**src/rtl/painter_pkg.sv**
```systemverilog
// Shared types and defaults for the rectangle painter.
// The state enum, default screen geometry and widths, and the counter-width helper.
package painter_pkg;

  typedef enum logic [1:0] {IDLE, ERASE, DRAW, DONE} state_t;

  localparam int DEF_SCREEN_W    = 160;
  localparam int DEF_SCREEN_H    = 120;
  localparam int DEF_X_BITS      = 8;
  localparam int DEF_Y_BITS      = 7;
  localparam int DEF_COLOUR_BITS = 3;

  // Counter width for a dimension of n pixels; a 1-pixel dimension still gets one bit.
  function automatic int cnt_bits(input int n);
    return (n > 1) ? $clog2(n) : 1;
  endfunction

endpackage

```
**src/rtl/rect_scanner.sv**
```systemverilog
// Row-major cx/cy scan counter over a BOX_W x BOX_H box; last is combinational.
// Steps one position per advance; clear wins over advance. No backpressure.
module rect_scanner
  import painter_pkg::*;
#(
  parameter int BOX_W = 3,
  parameter int BOX_H = 3
) (
  input  logic                       clk,
  input  logic                       resetn,
  input  logic                       clear,
  input  logic                       advance,
  output logic [cnt_bits(BOX_W)-1:0] cx,
  output logic [cnt_bits(BOX_H)-1:0] cy,
  output logic                       last
);

  localparam int CX_BITS = cnt_bits(BOX_W);
  localparam int CY_BITS = cnt_bits(BOX_H);
  localparam logic [CX_BITS-1:0] CX_MAX = CX_BITS'(BOX_W - 1);
  localparam logic [CY_BITS-1:0] CY_MAX = CY_BITS'(BOX_H - 1);

  logic cx_end;
  logic cy_end;

  assign cx_end = (cx == CX_MAX);
  assign cy_end = (cy == CY_MAX);
  assign last   = cx_end && cy_end;

  always_ff @(posedge clk) begin
    if (!resetn || clear) begin
      cx <= '0;
      cy <= '0;
    end else if (advance) begin
      if (cx_end) begin
        cx <= '0;
        cy <= cy_end ? '0 : cy + 1'b1;
      end else begin
        cx <= cx + 1'b1;
      end
    end
  end

endmodule

```
**src/rtl/rect_painter.sv**
```systemverilog
// Rasterises a BOX_W x BOX_H rectangle one pixel per clock, optionally erasing the previous one first.
// First pixel one cycle after start is accepted; start is ignored while busy (no queuing).
module rect_painter
  import painter_pkg::*;
#(
  parameter int BOX_W       = 3,
  parameter int BOX_H       = 3,
  parameter int X_BITS      = DEF_X_BITS,
  parameter int Y_BITS      = DEF_Y_BITS,
  parameter int COLOUR_BITS = DEF_COLOUR_BITS,
  parameter int SCREEN_W    = DEF_SCREEN_W,
  parameter int SCREEN_H    = DEF_SCREEN_H
) (
  input  logic                   clk,
  input  logic                   resetn,
  input  logic                   start,
  input  logic                   mode,
  input  logic [X_BITS-1:0]      box_x,
  input  logic [Y_BITS-1:0]      box_y,
  input  logic [COLOUR_BITS-1:0] colour,
  input  logic [COLOUR_BITS-1:0] bg_colour,
  output logic                   busy,
  output logic                   done,
  output logic                   plot,
  output logic [X_BITS-1:0]      x,
  output logic [Y_BITS-1:0]      y,
  output logic [COLOUR_BITS-1:0] colour_out
);

  localparam int CX_BITS = cnt_bits(BOX_W);
  localparam int CY_BITS = cnt_bits(BOX_H);

  state_t state, state_nxt;

  logic [X_BITS-1:0]      new_x, prev_x, base_x;
  logic [Y_BITS-1:0]      new_y, prev_y, base_y;
  logic [COLOUR_BITS-1:0] fg_col, bg_col, pix_col;
  logic                   prev_valid;

  logic [CX_BITS-1:0] cx;
  logic [CY_BITS-1:0] cy;
  logic               last;
  logic               accept;
  logic               scanning;

  logic [X_BITS:0] px;
  logic [Y_BITS:0] py;
  logic            in_view;

  logic                   busy_nxt, done_nxt, plot_nxt;
  logic [X_BITS-1:0]      x_nxt;
  logic [Y_BITS-1:0]      y_nxt;
  logic [COLOUR_BITS-1:0] col_nxt;

  assign accept   = (state == IDLE) && start;
  assign scanning = (state == ERASE) || (state == DRAW);

  // Counters restart on acceptance and again at the erase/draw boundary.
  rect_scanner #(
    .BOX_W (BOX_W),
    .BOX_H (BOX_H)
  ) u_scanner (
    .clk     (clk),
    .resetn  (resetn),
    .clear   (accept || ((state == ERASE) && last)),
    .advance (scanning),
    .cx      (cx),
    .cy      (cy),
    .last    (last)
  );

  always_ff @(posedge clk) begin
    if (!resetn) begin
      state <= IDLE;
    end else begin
      state <= state_nxt;
    end
  end

  always_comb begin
    state_nxt = state;
    case (state)
      IDLE:    if (start) state_nxt = (mode && prev_valid) ? ERASE : DRAW;
      ERASE:   if (last) state_nxt = DRAW;
      DRAW:    if (last) state_nxt = DONE;
      DONE:    state_nxt = IDLE;
      default: state_nxt = IDLE;
    endcase
  end

  // Sums are one bit wider than the coordinate so off-screen wrap is still detected.
  always_comb begin
    base_x  = (state == ERASE) ? prev_x : new_x;
    base_y  = (state == ERASE) ? prev_y : new_y;
    pix_col = (state == ERASE) ? bg_col : fg_col;
    px      = {1'b0, base_x} + (X_BITS + 1)'(cx);
    py      = {1'b0, base_y} + (Y_BITS + 1)'(cy);
    in_view = (px < (X_BITS + 1)'(SCREEN_W)) && (py < (Y_BITS + 1)'(SCREEN_H));
  end

  always_comb begin
    busy_nxt = 1'b0;
    done_nxt = 1'b0;
    plot_nxt = 1'b0;
    x_nxt    = '0;
    y_nxt    = '0;
    col_nxt  = '0;
    if (scanning) begin
      busy_nxt = 1'b1;
      plot_nxt = in_view;
      x_nxt    = px[X_BITS-1:0];
      y_nxt    = py[Y_BITS-1:0];
      col_nxt  = pix_col;
    end else if (state == DONE) begin
      busy_nxt = 1'b1;
      done_nxt = 1'b1;
    end
  end

  always_ff @(posedge clk) begin
    if (!resetn) begin
      busy       <= 1'b0;
      done       <= 1'b0;
      plot       <= 1'b0;
      x          <= '0;
      y          <= '0;
      colour_out <= '0;
      new_x      <= '0;
      new_y      <= '0;
      fg_col     <= '0;
      bg_col     <= '0;
      prev_x     <= '0;
      prev_y     <= '0;
      prev_valid <= 1'b0;
    end else begin
      busy       <= busy_nxt;
      done       <= done_nxt;
      plot       <= plot_nxt;
      x          <= x_nxt;
      y          <= y_nxt;
      colour_out <= col_nxt;
      if (accept) begin
        new_x  <= box_x;
        new_y  <= box_y;
        fg_col <= colour;
        bg_col <= bg_colour;
      end
      // Previous position only updates once the draw has fully completed.
      if ((state == DRAW) && last) begin
        prev_x     <= new_x;
        prev_y     <= new_y;
        prev_valid <= 1'b1;
      end
    end
  end

endmodule
```
**config.mk**
```make
export PLATFORM = sky130hd
export DESIGN_NAME = rect_painter
export DESIGN_NICKNAME = d
export VERILOG_FILES = /design/src/rtl/painter_pkg.sv /design/src/rtl/rect_scanner.sv /design/src/rtl/rect_painter.sv
export SDC_FILE = /design/constraint.sdc
export NUM_CORES = 1
export LEC_CHECK = 0
export BUFFER_PORTS_ARGS = -buffer_cell sky130_fd_sc_hd__buf_2
export CAP_MARGIN = 30
export CORE_MARGIN = 2
export CORE_UTILIZATION = 37
export DETAILED_ROUTE_END_ITERATION = 10
export SETUP_SLACK_MARGIN = 0.1
export SYNTH_ARGS = -nofsm -noshare
export SYNTH_HDL_FRONTEND = slang
export SYNTH_HIERARCHICAL = 1
export SYNTH_SLANG_ARGS = --single-unit
```
**constraint.sdc**
```tcl
create_clock -name clk -period 7.7 [get_ports clk]
set_clock_uncertainty 0.1 [all_clocks]
set_input_delay 0.77 -clock clk [delete_from_list [all_inputs] [get_ports clk]]
set_output_delay 0.77 -clock clk [all_outputs]
set_load 0.005 [all_outputs]
```
==> results of run 1 <==
-- area by class of cell --
type	instances	area (um^2)
clock inverter	7	120.1
inverter	5	18.77
fill	794	4213
timing repair buffer	47	240.2
tap	102	127.6
sequential	64	1281
clock buffer	9	123.9
multi-input combinational	249	1483
-- cells in the final DEF (no fill, tap or decap), drive strengths merged, types with 7 or more instances in the layout --
cell type | synthesis | routed
a21oi | 45 | 45
buf | 4 | 47
clkbuf | 12 | 9
dfxtp | 64 | 64
ha | 8 | 8
mux2 | 7 | 7
mux2i | 16 | 16
nand2 | 88 | 88
nand3 | 8 | 8
nor2 | 20 | 20
o21ai | 8 | 8
xnor2 | 7 | 7
-- state kept, by name, indices dropped and copies added (netlist names), 2 cells and up --
signal	count
state	2
x	8
y	7
colour_out	3
u_scanner/cy	2
bg_col	3
u_scanner/cx	2
new_x	8
new_y	7
prev_x	8
prev_y	7
fg_col	3
-- worst min-delay path: stages (launching register included) --
cell and delay (ns):
dfxtp_1 0.31, nand2_1 0.05, a21oi_1 0.05
-- power groups by stage --
| stage | combinational [mW] | clock [mW] | sequential [mW] |
|---|---|---|---|
| 6_report | 0.280 | 0.353 | 0.405 |
| 3_5_place_dp | 0.281 | 0 | 0.413 |
| 4_1_cts | 0.282 | 0.362 | 0.405 |
| 5_1_grt | 0.314 | 0.379 | 0.411 |
| 2_1_floorplan | 0.216 | 0 | 0.406 |
| 3_3_place_gp | 0.278 | 0 | 0.412 |
-- cell families (layout without fill, tap and decap cells) --
family          Yosys count  after routing
buf+inv                  21             68
fa+ha+maj                10             10
simple gates            145            145
mux                      23             23
xor+xnor                 11             11
flops                    64             64
compound gates           60             60
-- stage by stage --
step                area (um^2)  total power, mW  util, %  hold slack (ns)  instances
floorplan                  2856           0.6218        -           0.3329        334
global placement           3151           0.6892    41.41           0.3438        467
detailed placement         3151           0.6938    41.41           0.3435        467
CTS                        3395            1.049    44.62           0.3541        483
global route               3395            1.104    44.62           0.3730        483
finish                     3395            1.038    44.62           0.3539        483
-- how the worst max path moves through the flow --
stage | slack (ns) | start | cells past startpoint | to
3_5_place_dp | 4.44 | state[1] | 11 | plot
3_3_place_gp | 4.53 | state[1] | 11 | plot
2_1_floorplan | 4.64 | state[1] | 13 | plot
4_1_cts | 4.42 | state[1] | 11 | plot
5_1_grt | 4.21 | state[1] | 11 | plot
6_report | 4.41 | state[1] | 11 | plot
-- layer usage --
layer / GRT usage [%] / wire [um]
met3: 4.108 / 301
met2: 24.45 / 2797
met1: 21.13 / 3076
met4: 8.955 / 132
met5: 0 / 0
==> metrics.md, run 1 <==
| Metric | Value |
|---|---|
| Status | complete, no violations |
| Switching share of power | 32.31% |
| Cells after synthesis | 334 |
| Routability cong. | 0.8030 |
| WL final | 6307 um |
| Worst setup SP type | flip-flop |
| Sink Count | 64 |
| Worst vdd ir | 0.00009764 V |
| Diode count | 0 |
| Combinational family with the most area after synthesis | simple AND/OR/NAND/NOR gates |
| Routed Antenna Nets | 0 |
| TritonRoute pass-1 iters | 5 |
| IO Port Bufs | 45 |
| Via density per instance | 4.826 |
| Largest cells by area after synthesis | dfxtp_1 45%, nand2_1 12%, a21oi_1 7.9% |
| WL/cell | 13.06 um |
| Clock Path Buffers | 2 |
| Hold Path End | bg_col[1] |
| Antenna violations before repair | 0 |
| Critical-path maximum fanout | 24 |
| Largest net degree at the start of global routing | 26 |
| Pre-CTS setup slack | 4.437 ns |
| CTS Buf Count | 9 |
| Psw | 335.2 uW |
| RR Endpoint | plot |
| Worst r2r path cells | 11 |
| Initial Util | 37.55% |
| Period utilisation layout | 42.70% |
| Mapped Nets | 369 |
| Final Setup Violations | 0 |
| Global-route wire length before repair | 10610 um |
| Post-CTS setup buffers | 0 |
| Main flop type after synthesis | dfxtp_1 |
| Worst slew pin tran | 0.8154 ns |
| Total global-route track usage | 16.20% |
| Compound-Gate Fraction of Synth Area | 11.65% |
| Post-synth top area share | 44.85% |
| Fmax | 304.1 MHz |
| Clock-pin slew on the worst setup and hold paths | 0.07 ns |
| Worst EP required | 7.88 ns |
| Slew Viols, Final | 0 |
| Dpl hpwl | 4226 um |
| Synth warn | 6 |
| Slowest CP cell | ha_1 |
| Fin worst setup slack | 4.412 ns |
| Seq/Total Area, Yosys | 44.85% |
| Clk pwr share | 34.0% |
| TritonCTS clock tree | built |
| Crit-path cells | inv_1 -> ha_1 -> buf_4 -> mux2_2 -> ha_1 -> fa_1 -> nand2_1 -> xnor2_1 -> a32oi_1 -> mux2i_1 -> a211oi_2 |
| P_int | 702.3 uW |
| Skew-Pair Late Insertion Delay | 0.35 ns |
| Total negative setup slack | 0 ns |
| Fin. Hold Viols | 0 |
| Hold depth | 2 |
| Top cells by count, synth | 88 x nand2_1, 64 x dfxtp_1, 45 x a21oi_1, 20 x nor2_1, 16 x mux2i_1 |
| Max cap viols | 0 |
| Cell area after synthesis | 2856 um^2 |
| Post-CTS sizing | 0 |
| Count leader, synth | nand2_1 |
| Largest stage delay on the critical path | 0.55 ns |
| DIE WIDTH | 91.87 um |
| Layout cell share with drive strength beyond 1 | 20.21% |
| Critical Path End Type | flip-flop |
| Die span in y | 91.87 um |
| Relative slew slack | 45.51% |
| Post-synthesis simple-gate area fraction | 23.61% |
| Clk root buf | clkbuf_8 |
| Via count | 2331 |
| Mux share of post-synthesis cell area | 8.366% |
| Worst hold path type | flip-flop to flip-flop |
| LEAKAGE | 1.367 nW |
| Cell family with most CP delay | adder cells |
| RSZ-0062 raised after global routing | no |
| Critical Path AT | 3.46 ns |
| Die ar. | 8439 um^2 |
| Drt initial violations | 95 |
| Hold Buf Count CTS | 0 |
| Post-Synth XOR/XNOR Area | 3.373% |
| CP dominant cell by count | ha_1 |
| Drt drc | 0 |
| Final min period | 3.288 ns |
| Row count | 32 |
| Gate power share | 27.0% |
| Number of H-tree levels | 3 |
| FF-to-FF Start | state[1] |
| Kind of critical path | flip-flop to flip-flop |
| Synth async-reset ratio | 0% |
| I/O pins | 46 |
| Cell Pwr Density | 305.6 nW/um^2 |
| Yosys reg bits | 64 |
| EDFF count, synth | 0 |
| Post-Synth Adder-Cell Area | 4.906% |
| R2R Setup Slk | 4.41 ns |
| Core area | 7607 um^2 |
| Fin nets | 411 |
| Hold Startpoint | bg_col[1] |
| CP Buf/Inv Count | 2 |
| GR Overflow Total | 0 |
| Mean Syn Cell Area | 8.552 um^2 |
| Seq pwr share | 39.0% |
| Netlist cell types | 40 |
| Dominant cell type by area after synthesis | dfxtp_1 |
| Area Growth Syn to Fin | 18.84% |
| Vias in the first global route | 2191 |
(Power assumes the default switching activity.)
==> inputs of run 2 (changes only) <==
==> constraint.sdc (replaced) <==
create_clock -name clk -period 2.7 [get_ports clk]
set_clock_uncertainty 0.1 [all_clocks]
set_input_delay 0.27 -clock clk [delete_from_list [all_inputs] [get_ports clk]]
set_output_delay 0.27 -clock clk [all_outputs]
set_load 0.005 [all_outputs]
==> metrics.md, run 2 (synthesis results as in run 1) <==
| Metric | Value |
|---|---|
| Sink Count | 64 (unchanged) |
| Post-CTS sizing | 0 (unchanged) |
| Worst vdd ir | 0.0003237 V (+230%) |
| Total global-route track usage | 16.03% (-0.17 points) |
| Layout fillers | 788 (-0.76%) |
| Final Setup Violations | 0 (unchanged) |
| Pre-CTS setup slack | 0.2534 ns (-4.184 ns) |
| Drt drc | 0 (unchanged) |
| Most frequent cells in the layout | 87 x nand2_1, 62 x dfxtp_1, 45 x buf_2, 44 x a21oi_1, 20 x nor2_1 |
| IO Port Bufs | 45 (unchanged) |
| Max cap viols | 0 (unchanged) |
| Kind of critical path | flip-flop to flip-flop |
| I/O pins | 46 (unchanged) |
| Critical Path End Type | flip-flop |
| Area Growth Syn to Fin | 20.50% |
| GR Overflow Total | 0 (unchanged) |
| Worst setup SP type | flip-flop |
| CP dominant cell by count | ha_4 |
| Final min period | 2.463 ns (-0.8256 ns) |
| TritonCTS clock tree | built |
| Skew-Pair Late Insertion Delay | 0.35 ns (about the same) |
| RSZ-0062 raised after global routing | no |
| Die span in y | 91.87 um (unchanged) |
| Worst EP required | 2.87 ns (-5.01 ns) |
| Drt initial violations | 123 (+29%) |
| Hold Buf Count CTS | 0 (unchanged) |
| Largest stage delay on the critical path | 0.38 ns (-0.17 ns) |
| Clock-pin slew on the worst setup and hold paths | 0.07 ns (about the same) |
| Top flop regs | new_x: 8 flops, prev_x: 8 flops, x: 8 flops |
| Die ar. | 8439 um^2 (unchanged) |
| DIE WIDTH | 91.87 um (unchanged) |
| Global-route wire length before repair | 10530 um (-0.78%) |
| Layout cell share with drive strength beyond 1 | 23.30% (+3.1 points) |
| Slew Viols, Final | 0 (unchanged) |
| CTS Buf Count | 9 (unchanged) |
| Core area | 7607 um^2 (unchanged) |
| Worst hold path type | primary input to flip-flop |
| Fmax | 406.1 MHz (+34%) |
| Critical Path AT | 2.63 ns (-0.83 ns) |
| Status | complete, no violations |
| Fin. Hold Viols | 0 (unchanged) |
| Diode count | 0 (unchanged) |
| Crit-path cells | inv_2 -> ha_4 -> mux2_4 -> ha_4 -> fa_2 -> nand2_1 -> xnor2_1 -> a32oi_1 -> mux2i_1 -> a211oi_2 |
| Via density per instance | 4.808 (-0.38%) |
| WL/cell | 13.02 um (-0.32%) |
| Via count | 2327 (-0.17%) |
| Cell Pwr Density | 831.2 nW/um^2 (+170%) |
| Fin nets | 414 (+0.73%) |
| Slowest CP cell | fa_2 |
| Vias in the first global route | 2189 (-0.091%) |
| Initial Util | 37.55% (unchanged) |
| WL final | 6300 um (-0.11%) |
| Antenna violations before repair | 0 (unchanged) |
| TritonRoute pass-1 iters | 4 (-1) |
| Post-CTS setup buffers | 0 (unchanged) |
| Period utilisation layout | 91.21% (+49 points) |
| Relative slew slack | 50.27% (+4.8 points) |
| Most common cell after layout, fill and taps aside | nand2_1 |
| Largest net degree at the start of global routing | 30 (+15%) |
| Dpl hpwl | 4512 um (+6.8%) |
| Number of H-tree levels | 3 (unchanged) |
| Clock Path Buffers | 2 (unchanged) |
| Critical-path maximum fanout | 20 (-17%) |
| Fin worst setup slack | 0.2374 ns (-4.174 ns) |
| Total negative setup slack | 0 ns (unchanged) |
| Clk root buf | clkbuf_8 |
| Worst slew pin tran | 0.7459 ns (-0.06945 ns) |
| Routed Antenna Nets | 0 (unchanged) |
| Row count | 32 (unchanged) |
| Routability cong. | 0.7941 (-1.1%) |
| LEAKAGE | 1.354 nW (-0.94%) |
## run 2: cell types whose count changed in the layout (fill, tap and decap cells not counted), sizes merged
cell,change
bufinv,-2
buf,+3
clkbuf,+2
clkinv,-2
## run 2: worst max-delay path, delay by kind of cell (launching register included)
| family | cells | cell delay, ns |
|---|---|---|
| simple gates | 1 | 0.09 |
| mux | 2 | 0.46 |
| fa+ha+maj | 3 | 0.83 |
| xor+xnor | 1 | 0.06 |
| flops | 1 | 0.34 |
| buf+inv | 1 | 0.08 |
| compound gates | 2 | 0.42 |
## run 2: path summary, 6_finish.rpt
path	cells past startpoint	start	slack, ns	to
max	10	state[1]	0.24	plot
min	3	colour[2]	0.05	fg_col[2]
max reg2reg	10	state[1]	0.24	plot
min reg2reg	2	fg_col[0]	0.36	fg_col[0]
## run 2: power by group
part	switching (mW)	internal, mW
logic	0.491	0.377
registers	0.107	1.07
clock network	0.356	0.464
## run 2: metal layers
metal  track usage (%)  part of all wire, %  up-vias
met3             4.191                  3.5       13
met5                 0                    0        -
li1                  -                    -     1217
met1             22.08                   53     1057
met4             7.836                  2.3        0
met2             23.22                   41       40
## run 2: stage by stage
| stage | hold WS (ns) | cells | utilization, % | power, mW | instance area (um^2) |
|---|---|---|---|---|---|
| after floorplan | 0.2838 | 334 | - | 1.843 | 2952 |
| after global placement | 0.3430 | 470 | 42.70 | 2.044 | 3248 |
| after detailed placement | 0.3480 | 470 | 42.70 | 2.060 | 3248 |
| after CTS | 0.03849 | 484 | 45.25 | 2.883 | 3442 |
| after global routing | 0.05837 | 484 | 45.25 | 3.023 | 3442 |
| final | 0.05268 | 484 | 45.25 | 2.861 | 3442 |
## run 2: area by class of cell
cell class | instances | area [um^2] | share of cell area [%]
clock buffer | 11 | 151.4 | 4.398
clock inverter | 3 | 42.54 | 1.236
inverter | 5 | 18.77 | 0.5453
multi-input combinational | 249 | 1555 | 45.18
sequential | 64 | 1284 | 37.30
tap | 102 | 127.6 | 3.708
timing repair buffer | 50 | 262.8 | 7.634
==> inputs of run 3 (changes only) <==
--- a/config.mk
+++ b/config.mk
@@ -10,7 +10,7 @@
 export CORE_MARGIN = 2
 export CORE_UTILIZATION = 37
 export DETAILED_ROUTE_END_ITERATION = 10
-export SETUP_SLACK_MARGIN = 0.1
+export SETUP_SLACK_MARGIN = 0.4
 export SYNTH_ARGS = -nofsm -noshare
 export SYNTH_HDL_FRONTEND = slang
 export SYNTH_HIERARCHICAL = 1
==> metrics.md, run 3 (synthesis results as in run 1) <==
| Metric | Value |
|---|---|
| Worst setup SP type | flip-flop |
| Final min period | 2.308 ns (-0.1551 ns) |
| LEAKAGE | 1.403 nW (+3.6%) |
| WP depth | 9 (-1) |
| Routed Antenna Nets | 0 (unchanged) |
| Hold depth | 3 (unchanged) |
| Total global-route track usage | 16.31% (+0.28 points) |
| Clock-pin slew on the worst setup and hold paths | 0.07 ns (about the same) |
| Final Setup Violations | 0 (unchanged) |
| Critical Path End Type | flip-flop |
| CP dominant cell by count | ha_4 |
| Area Growth Syn to Fin | 24.09% |
| Worst EP required | 2.87 ns (about the same) |
| Critical Path AT | 2.47 ns (-0.16 ns) |
| Diode count | 0 (unchanged) |
| Skew-Pair Late Insertion Delay | 0.35 ns (about the same) |
| Most common cell after layout, fill and taps aside | nand2_1 |
| I/O pins | 46 (unchanged) |
| WL final | 6358 um (+0.92%) |
| Largest stage delay on the critical path | 0.38 ns (about the same) |
| Design area | 3545 um^2 (+3.0%) |
| Cell family with most CP delay | adder cells |
| Drt drc | 0 (unchanged) |
| Most frequent cells in the layout | 86 x nand2_1, 62 x dfxtp_1, 45 x buf_2, 43 x a21oi_1, 19 x nor2_1 |
| Clock Path Buffers | 2 (unchanged) |
| Fin cells | 491 (+1.4%) |
| Fin worst setup slack | 0.3925 ns (+0.1551 ns) |
| IO Port Bufs | 45 (unchanged) |
| TritonRoute pass-1 iters | 4 (unchanged) |
| Fin nets | 419 (+1.2%) |
| Critical-path maximum fanout | 6 (-70%) |
| Dpl cell area | 3252 um^2 (+0.12%) |
| Row count | 32 (unchanged) |
| Drt initial violations | 101 (-18%) |
| Initial Util | 37.55% (unchanged) |
| Overall power | 2.987 mW (+4.4%) |
| Hold Buf Count CTS | 0 (unchanged) |
| Vias in the first global route | 2323 (+6.1%) |
| Kind of critical path | flip-flop to flip-flop |
| Cell Pwr Density | 842.8 nW/um^2 (+1.4%) |
| Via density per instance | 4.833 (+0.52%) |
| TritonCTS clock tree | built |
| CP Buf/Inv Count | 1 (unchanged) |
| WL/cell | 12.95 um (-0.52%) |
| Max cap viols | 0 (unchanged) |
| RSZ-0062 raised after global routing | yes |
| Worst hold path type | primary input to flip-flop |
| Core area | 7607 um^2 (unchanged) |
| Worst vdd ir | 0.0003157 V (-2.5%) |
| Total negative setup slack | 0 ns (unchanged) |
| GR Overflow Total | 0 (unchanged) |
| Status | complete, no violations |
| Fin. Hold Viols | 0 (unchanged) |
| Final hold slack | 0.05339 ns (+0.0007099 ns) |
| Routability cong. | 0.8143 (+2.5%) |
| Layout fillers | 768 (-2.5%) |
| Post-Route Utilization | 46.60% (+1.3 points) |
| Area of the multi-input gates | 1597 um^2 (+2.7%) |
| DP Cell Count | 469 (-0.21%) |
| Top flop regs | new_x: 8 flops, prev_x: 8 flops, x: 8 flops |
| Pre-CTS setup slack | 0.3049 ns (+0.05152 ns) |
| CTS Buf Count | 9 (unchanged) |
| Slew Viols, Final | 0 (unchanged) |
| Dpl hpwl | 4520 um (+0.18%) |
| Die span in y | 91.87 um (unchanged) |
| DIE WIDTH | 91.87 um (unchanged) |
| Crit-path cells | inv_2 -> ha_4 -> mux2_4 -> ha_4 -> fa_2 -> nand2_4 -> nor4_1 -> a311o_1 -> a211oi_2 |
| Worst r2r path cells | 9 (-1) |
| Number of H-tree levels | 3 (unchanged) |
| Worst slew pin tran | 0.7354 ns (-0.01056 ns) |
| Antenna violations before repair | 0 (unchanged) |
| Layout cell share with drive strength beyond 1 | 25.71% (+2.4 points) |
| Sink Count | 64 (unchanged) |
| Via count | 2373 (+2.0%) |
| Global-route wire length before repair | 10900 um (+3.5%) |
| Fmax | 433.4 MHz (+6.7%) |
| Register area | 1284 um^2 (unchanged) |
| Die ar. | 8439 um^2 (unchanged) |
| Relative slew slack | 50.97% (+0.70 points) |
| Largest net degree at the start of global routing | 27 (-10%) |
| Period utilisation layout | 85.46% (-5.7 points) |
| Clk root buf | clkbuf_8 |
| Slowest CP cell | fa_2 |
[run 3: layer usage]
layer | vias to the layer above | wire [um] | global-route usage, %
met3 | 8 | 251 | 4.519
met4 | 0 | 72 | 6.965
met1 | 1094 | 3226 | 22.09
li1 | 1228 | - | -
met5 | - | 0 | 0
met2 | 43 | 2808 | 24.39
[run 3: timing repair]
item | in CTS | in global routing
setup buffers | 6 | 0
setup endpoints to repair | 1 | 2
pin swaps | 3 | 2
gates resized for setup | 4 | 2
[run 3: power by group]
group	leakage, nW	switching (mW)	internal (mW)
Sequential	0.521	0.109	1.07
Combinational	0.777	0.499	0.394
Clock	0.106	0.377	0.543
Total	1.40	0.985	2.00
[run 3: tightest hold or removal path, delay by kind of cell]
family / cells / cell delay, ns
simple gates: 1 / 0.04
compound gates: 1 / 0.05
buf+inv: 1 / 0.09
[run 3: layout make-up]
cell class | instances | area share (%)
multi-input cells | 249 | 45.04
inverters | 5 | 0.5295
flip-flops and latches | 64 | 36.22
clock inverters | 5 | 2.259
clock buffers | 11 | 3.989
well taps | 102 | 3.600
repair buffers | 55 | 8.366
[run 3: worst paths after layout]
| path | end | from | slack (ns) |
|---|---|---|---|
| worst min-delay path | new_x[3] | box_x[3] | 0.05 |
| worst min register to register | bg_col[2] | bg_col[2] | 0.36 |
| worst max register to register | plot | state[1] | 0.39 |
| worst max-delay path | plot | state[1] | 0.39 |
